## src/rtl/stream_mux_n.sv

```systemverilog
`default_nettype none
// ============================================================================
// Module   : stream_mux_n
// Purpose  : Parametrised NCH-channel, WIDTH-bit valid/ready stream
//            multiplexer with a single registered output stage. Selects one
//            granted input channel per cycle and forwards its word with one
//            clock of latency. Full back-pressure, no loss or duplication.
// Config   : STREAM_MUX_RR_EN - when defined, sel is ignored and the grant
//            is produced by a round-robin pointer; otherwise grant = sel.
// Ports    : clk        - system clock (rising edge)
//            rst        - asynchronous active-high reset
//            in_data    - NCH*WIDTH packed channel data, ch i at [i*WIDTH +: WIDTH]
//            in_valid   - per-channel valid
//            in_ready   - per-channel ready (one-hot or zero)
//            sel        - channel select (fixed-select build only)
//            out_data   - registered output data
//            out_valid  - registered output valid
//            out_ready  - consumer ready
//            out_ch     - channel index that produced out_data
// Revision : 1.0 - initial release
// ============================================================================
module stream_mux_n #(
    parameter int WIDTH = 8,
    parameter int NCH   = 4,
    localparam int SELW = $clog2(NCH)
) (
    input  logic                 clk,
    input  logic                 rst,
    input  logic [NCH*WIDTH-1:0] in_data,
    input  logic [NCH-1:0]       in_valid,
    output logic [NCH-1:0]       in_ready,
    input  logic [SELW-1:0]      sel,
    output logic [WIDTH-1:0]     out_data,
    output logic                 out_valid,
    input  logic                 out_ready,
    output logic [SELW-1:0]      out_ch
);

    logic [WIDTH-1:0] r_out_data_q,  w_out_data_d;
    logic             r_out_valid_q, w_out_valid_d;
    logic [SELW-1:0]  r_out_ch_q,    w_out_ch_d;

    logic [SELW-1:0]  w_grant;
    logic             w_grant_ok;
    logic             w_load;
    logic             w_xfer_in;
    logic [WIDTH-1:0] w_sel_data;
    logic             w_sel_valid;

`ifdef STREAM_MUX_RR_EN
    logic [SELW-1:0]  r_ptr_q, w_ptr_d;
    logic             w_unused_sel;

    assign w_unused_sel = ^sel;

    // First valid channel at or after the pointer, wrapping past NCH-1.
    always_comb begin
        int idx;
        w_grant    = '0;
        w_grant_ok = 1'b0;
        for (int k = 0; k < NCH; k++) begin
            idx = int'(r_ptr_q) + k;
            if (idx >= NCH) idx = idx - NCH;
            if (!w_grant_ok && in_valid[idx]) begin
                w_grant_ok = 1'b1;
                w_grant    = SELW'(idx);
            end
        end
    end

    always_comb begin
        w_ptr_d = r_ptr_q;
        if (w_xfer_in)
            w_ptr_d = (w_grant == SELW'(NCH - 1)) ? '0 : w_grant + SELW'(1);
    end

    always_ff @(posedge clk or posedge rst) begin
        if (rst) r_ptr_q <= '0;
        else     r_ptr_q <= w_ptr_d;
    end
`else
    assign w_grant = sel;

    // Only a non-power-of-two channel count can see an out-of-range select.
    if ((1 << SELW) == NCH) begin : g_sel_pow2
        assign w_grant_ok = 1'b1;
    end else begin : g_sel_npow2
        assign w_grant_ok = ({{(32 - SELW){1'b0}}, sel} < 32'(NCH));
    end
`endif

    // Decoded mux keeps out-of-range grants from indexing past the bus.
    always_comb begin
        w_sel_data  = '0;
        w_sel_valid = 1'b0;
        for (int i = 0; i < NCH; i++) begin
            if (w_grant == SELW'(i)) begin
                w_sel_data  = in_data[i*WIDTH +: WIDTH];
                w_sel_valid = in_valid[i];
            end
        end
    end

    // Gated by rst so nothing is accepted while the register is held clear.
    assign w_load    = !rst && (!r_out_valid_q || out_ready);
    assign w_xfer_in = w_load && w_grant_ok && w_sel_valid;

    always_comb begin
        in_ready = '0;
        for (int i = 0; i < NCH; i++)
            in_ready[i] = w_load && w_grant_ok && (w_grant == SELW'(i));
    end

    always_comb begin
        w_out_data_d  = r_out_data_q;
        w_out_ch_d    = r_out_ch_q;
        w_out_valid_d = r_out_valid_q;
        if (w_load)
            w_out_valid_d = w_xfer_in;
        if (w_xfer_in) begin
            w_out_data_d = w_sel_data;
            w_out_ch_d   = w_grant;
        end
    end

    always_ff @(posedge clk or posedge rst) begin
        if (rst) begin
            r_out_data_q  <= '0;
            r_out_ch_q    <= '0;
            r_out_valid_q <= 1'b0;
        end else begin
            r_out_data_q  <= w_out_data_d;
            r_out_ch_q    <= w_out_ch_d;
            r_out_valid_q <= w_out_valid_d;
        end
    end

    assign out_data  = r_out_data_q;
    assign out_ch    = r_out_ch_q;
    assign out_valid = r_out_valid_q;

endmodule
`default_nettype wire

```

## config.mk

```make
export PLATFORM = sky130hd
export DESIGN_NAME = stream_mux_n
export DESIGN_NICKNAME = d
export VERILOG_FILES = /design/src/rtl/stream_mux_n.sv
export SDC_FILE = /design/constraint.sdc
export NUM_CORES = 1
export LEC_CHECK = 0
export ABC_AREA = 1
export CORE_UTILIZATION = 31
export CTS_CLUSTER_SIZE = 30
export DETAILED_ROUTE_END_ITERATION = 8
export PLACE_DENSITY = 0.73
export SLEW_MARGIN = 20
export SYNTH_ARGS = -nofsm -noshare
export SYNTH_HDL_FRONTEND = slang
export SYNTH_SLANG_ARGS = --single-unit
export TNS_END_PERCENT = 1
```

## constraint.sdc

```tcl
create_clock -name clk -period 1.1 [get_ports clk]
set_input_delay 0.165 -clock clk [delete_from_list [all_inputs] [get_ports clk]]
set_output_delay 0.165 -clock clk [all_outputs]
set_load 0.1 [all_outputs]
```

After elaboration in Yosys (flattened, before gate mapping)
Cells that the tools add are included.

Divide/modulo/power cells: 0. $lt $le $gt $ge: 0. Bitwise gates (word level): 0. Mux-type cells: 8. Reduce and logical (&&, ||, !) cells: 10. Multiply operators: 0. Equality and inequality tests: 3. $add $sub $neg: 0. Shifts and indexed selects: 0.

Operators by type and width (number): 2-to-1 mux 8 bit (4); logical AND 1 bit (6); equality test 2 bit (second input constant) (2); 2-to-1 mux 1 bit (4); equality test 2 x 1 -> 1 bit (second input constant) (1); logical NOT 1 bit (2); logical NOT 2 bit (1); logical OR 1 bit (1).

Word-level logic and storage cells: 24. Input port bits: 41. Register bits after elaboration: 11. ROM bits: 0. Bits in writable memories: 0. Memories kept: 0. Latch bits: 0. Output and inout bits: 15.

Depth between registers and ports, before layout
Depth after elaboration: 6. Gate-level depth with buffers: 8. Gate-level depth less buffers: 8.

Worst setup path after synthesis
OpenSTA, ideal clock, no wires.

Kind: flip-flop to output port. Start point: register r_out_valid_q (netlist: out_valid). End point: output port in_ready[1]. Data required time: 0.935 ns. Slack: -2.216 ns. Arrival time: 3.151 ns. Cell stages (with the launch flop): 4. Path buffers: 0. Path through: dfrtp_1 nand2_1 nand2_1 nor3_1.

Word-level cells in the longest chain between the ends: 4.

RTL lines: start, declared (RTL line 40) `logic r_out_valid_q, w_out_valid_d;`; start signal, assigned (RTL line 134) `r_out_valid_q <= w_out_valid_d;`; logical NOT 1 bit (RTL line 105) `assign w_load = !rst && (!r_out_valid_q || out_ready);`; logical OR 1 bit (RTL line 105); logical AND 1 bit (RTL line 105); logical AND 1 bit (RTL line 111) `in_ready[i] = w_load && w_grant_ok && (w_grant == SELW'(i));`; end, declared (RTL line 31) `output logic [NCH-1:0] in_ready,`.

Every way passes these cells.

Worst setup path after layout
Start point: register r_out_valid_q (netlist: out_valid). End point: output port in_ready[3].

The elaborated chain is that of the path after synthesis.

==> results.json <==
{
  "grtUsageMet1": 0.211,
  "path_max_fanout": 6,
  "globalRouteTotalUtil": 0.208,
  "overflow": 0,
  "start_util": 0.338,
  "clk_latency_ns": 0.26,
  "ys_ff_latch": 11,
  "finalWorstSetupSlack_ns": -0.386,
  "antenna_found_initial": 0,
  "slew_headroom": 0.659,
  "synth_compound_area_frac": 0,
  "use_met2": 0.419,
  "tns_ns": -3.90,
  "dp_slack_ns": -0.533,
  "total_leakage_power_nw": 0.799,
  "postCtsHoldBufs": 0,
  "antennaDiodeCount": 0,
  "placed_area_mm2": 0.00163,
  "synthCells": 111,
  "synth_fa_ha_area_frac": 0,
  "status": "finished with violations",
  "p_per_area_mw_per_mm2": 1550,
  "seq_area_um2": 279,
  "layout_common_cells": "nand2_1 (54), clkdlybuf4s50_1 (38), buf_12 (15)",
  "vias": 997,
  "routed_via_density": 4.73,
  "synthesis.nets": 152,
  "grt_pass1_wl_um": 4140,
  "dr.pass1.iters": 3,
  "tightest_slew_ns": 0.509,
  "drt-total-wl_um": 2540,
  "ys_types": 14,
  "use_met3": 0.0234,
  "wire_per_inst_um": 12.0,
  "yosysSeqAreaShare": 0.354,
  "syn2layout_area_growth_pct": 121,
  "rsz0062_at_grt": "yes",
  "ioPinCount": 56,
  "cts_tree": "yes",
  "cts_buffer_depth": 2,
  "syn-cell-area_um2": 777,
  "final_area_mm2": 0.00172,
  "cts.sinks": 11,
  "finish.utilization": 0.748,
  "path_clk_slew_ns": 0.07,
  "grt_pass1_vias": 1000,
  "io_buffer_count": 55,
  "critPathCaptureType": "primary output",
  "r2r_slack_ns": -0.23,
  "setup_viol": 16,
  "multi_input_comb_area_um2": 533,
  "num_rows": 17,
  "fillerInstances": 172,
  "synth_top_family_by_area": "simple AND/OR/NAND/NOR gates",
  "crit_type": "register to primary output",
  "tritoncts.num_buffers": 3,
  "required_ns": 0.94,
  "ys_warn_count": 0,
  "cap_violations": 0,
  "fin_crit_sh": 1.35,
  "gp_congestion": 0.773,
  "violations": "setup timing",
  "drc": 0,
  "synth_xor_area_frac": 0,
  "final_common_cell": "nand2_1",
  "skew_ns": 0.00313,
  "crit_arrival_ns": 1.32,
  "root_buffer": "clkbuf_4",
  "h-tree-depth": 1,
  "drive_gt1_frac": 0.317,
  "peakVddDrop_uv": 1290,
  "ant_nets": 0,
  "coreArea_mm2": 0.00230,
  "final_nets": 225,
  "avgSynthCellArea_um2": 7.00,
  "timing_hold_violations_final": 0,
  "die_y_um": 52.1,
  "die_x_um": 52.1,
  "yosys.area_share.simple": 0.588,
  "synthMuxAreaShare": 0,
  "dieArea_mm2": 0.00271,
  "grt_max_degree": 13,
  "final_max_slew_viol_count": 0,
  "drtIter0Drc": 11,
  "hpwl_um": 2130,
  "setup.worst_path.start_class": "register",
  "fmax_mhz": 673,
  "min_path_type": "input pin to async pin",
  "fin_crit_ns": 1.49,
  "busiest_layer": "met2"
}
## synth_stat cells
master	n	area, um2
dfrtp_1	11	275
inv_2	2	7.51
nor2_4	1	11.3
inv_1	4	15.0
nor2_2	1	6.26
nand3_2	9	90.1
nand2_1	58	218
nand2_2	2	12.5
nor3_1	2	10.0
buf_6	2	22.5
nand4_1	8	50.1
nand3_1	2	10.0
nand2_4	2	22.5
nor2_1	7	26.3
## power breakdown
group	internal (mW)	total [mW]	switching, mW
sequential	0.509	0.633	0.124
clock	0.140	0.266	0.126
combinational	0.688	1.76	1.08
## metrics by stage
| step | power, mW | std cells | hold WS (ns) |
|---|---|---|---|
| 6_report | 2.66 | 211 | 0.360 |
| 5_1_grt | 2.77 | 211 | 0.402 |
| 4_1_cts | 2.67 | 211 | 0.350 |
| 3_5_place_dp | 2.38 | 206 | 0.553 |
| 3_3_place_gp | 2.35 | 206 | 0.549 |
| 2_1_floorplan | 1.61 | 111 | 0.0488 |
## sequential cells by signal, indices dropped and copies added, names as in the netlist
signal and count:
out_data 8, out_valid 1, out_ch 2
## path summary, 6_finish.rpt
| path | endpoint | depth (start not counted) | startpoint |
|---|---|---|---|
| setup reg to reg | out_ch[0] | 8 | out_valid |
| setup / recovery | in_ready[3] | 5 | out_valid |
| max in group asynchronous | out_valid | 3 | rst |
| hold reg to reg | out_data[5] | 2 | out_data[5] |
| min in group clk | out_ch[0] | 4 | sel[0] |
| hold / removal | out_valid | 3 | rst |
## metal layers
| layer | part of all wire | wire, um |
|---|---|---|
| met1 | 0.38 | 954 |
| met2 | 0.55 | 1410 |
| met3 | 0.045 | 115 |
| met4 | 0.024 | 62 |
| met5 | 0 | 0 |
## worst max-delay path: stages (launching register included)
cell	delay (ns)
dfrtp_4	0.49
nand2_4	0.09
nand2_8	0.08
nor2_4	0.12
buf_6	0.11
buf_12	0.16
## area by class of cell
class	instances	area share
Clock buffer	4	0.0153
Inverter	6	0.0131
Multi-Input combinational cell	92	0.310
Sequential cell	11	0.162
Tap cell	28	0.0204
Timing Repair Buffer	70	0.479
## cell families (layout without fill, tap and decap cells)
logic type / count (synthesis) / in the layout
flip-flops: 11 / 11
buffers and inverters: 8 / 80
AND/OR/NAND/NOR: 92 / 92
## what timing repair did
| action | 4_1_cts | 5_1_grt |
|---|---|---|
| cloned | 0 | 0 |
| resized for setup | 9 | 3 |
| pin swaps | 2 | 0 |
| setup buffers | 1 | 0 |
| setup endpoints to repair | 16 | 16 |
(Power assumes the default switching activity.)
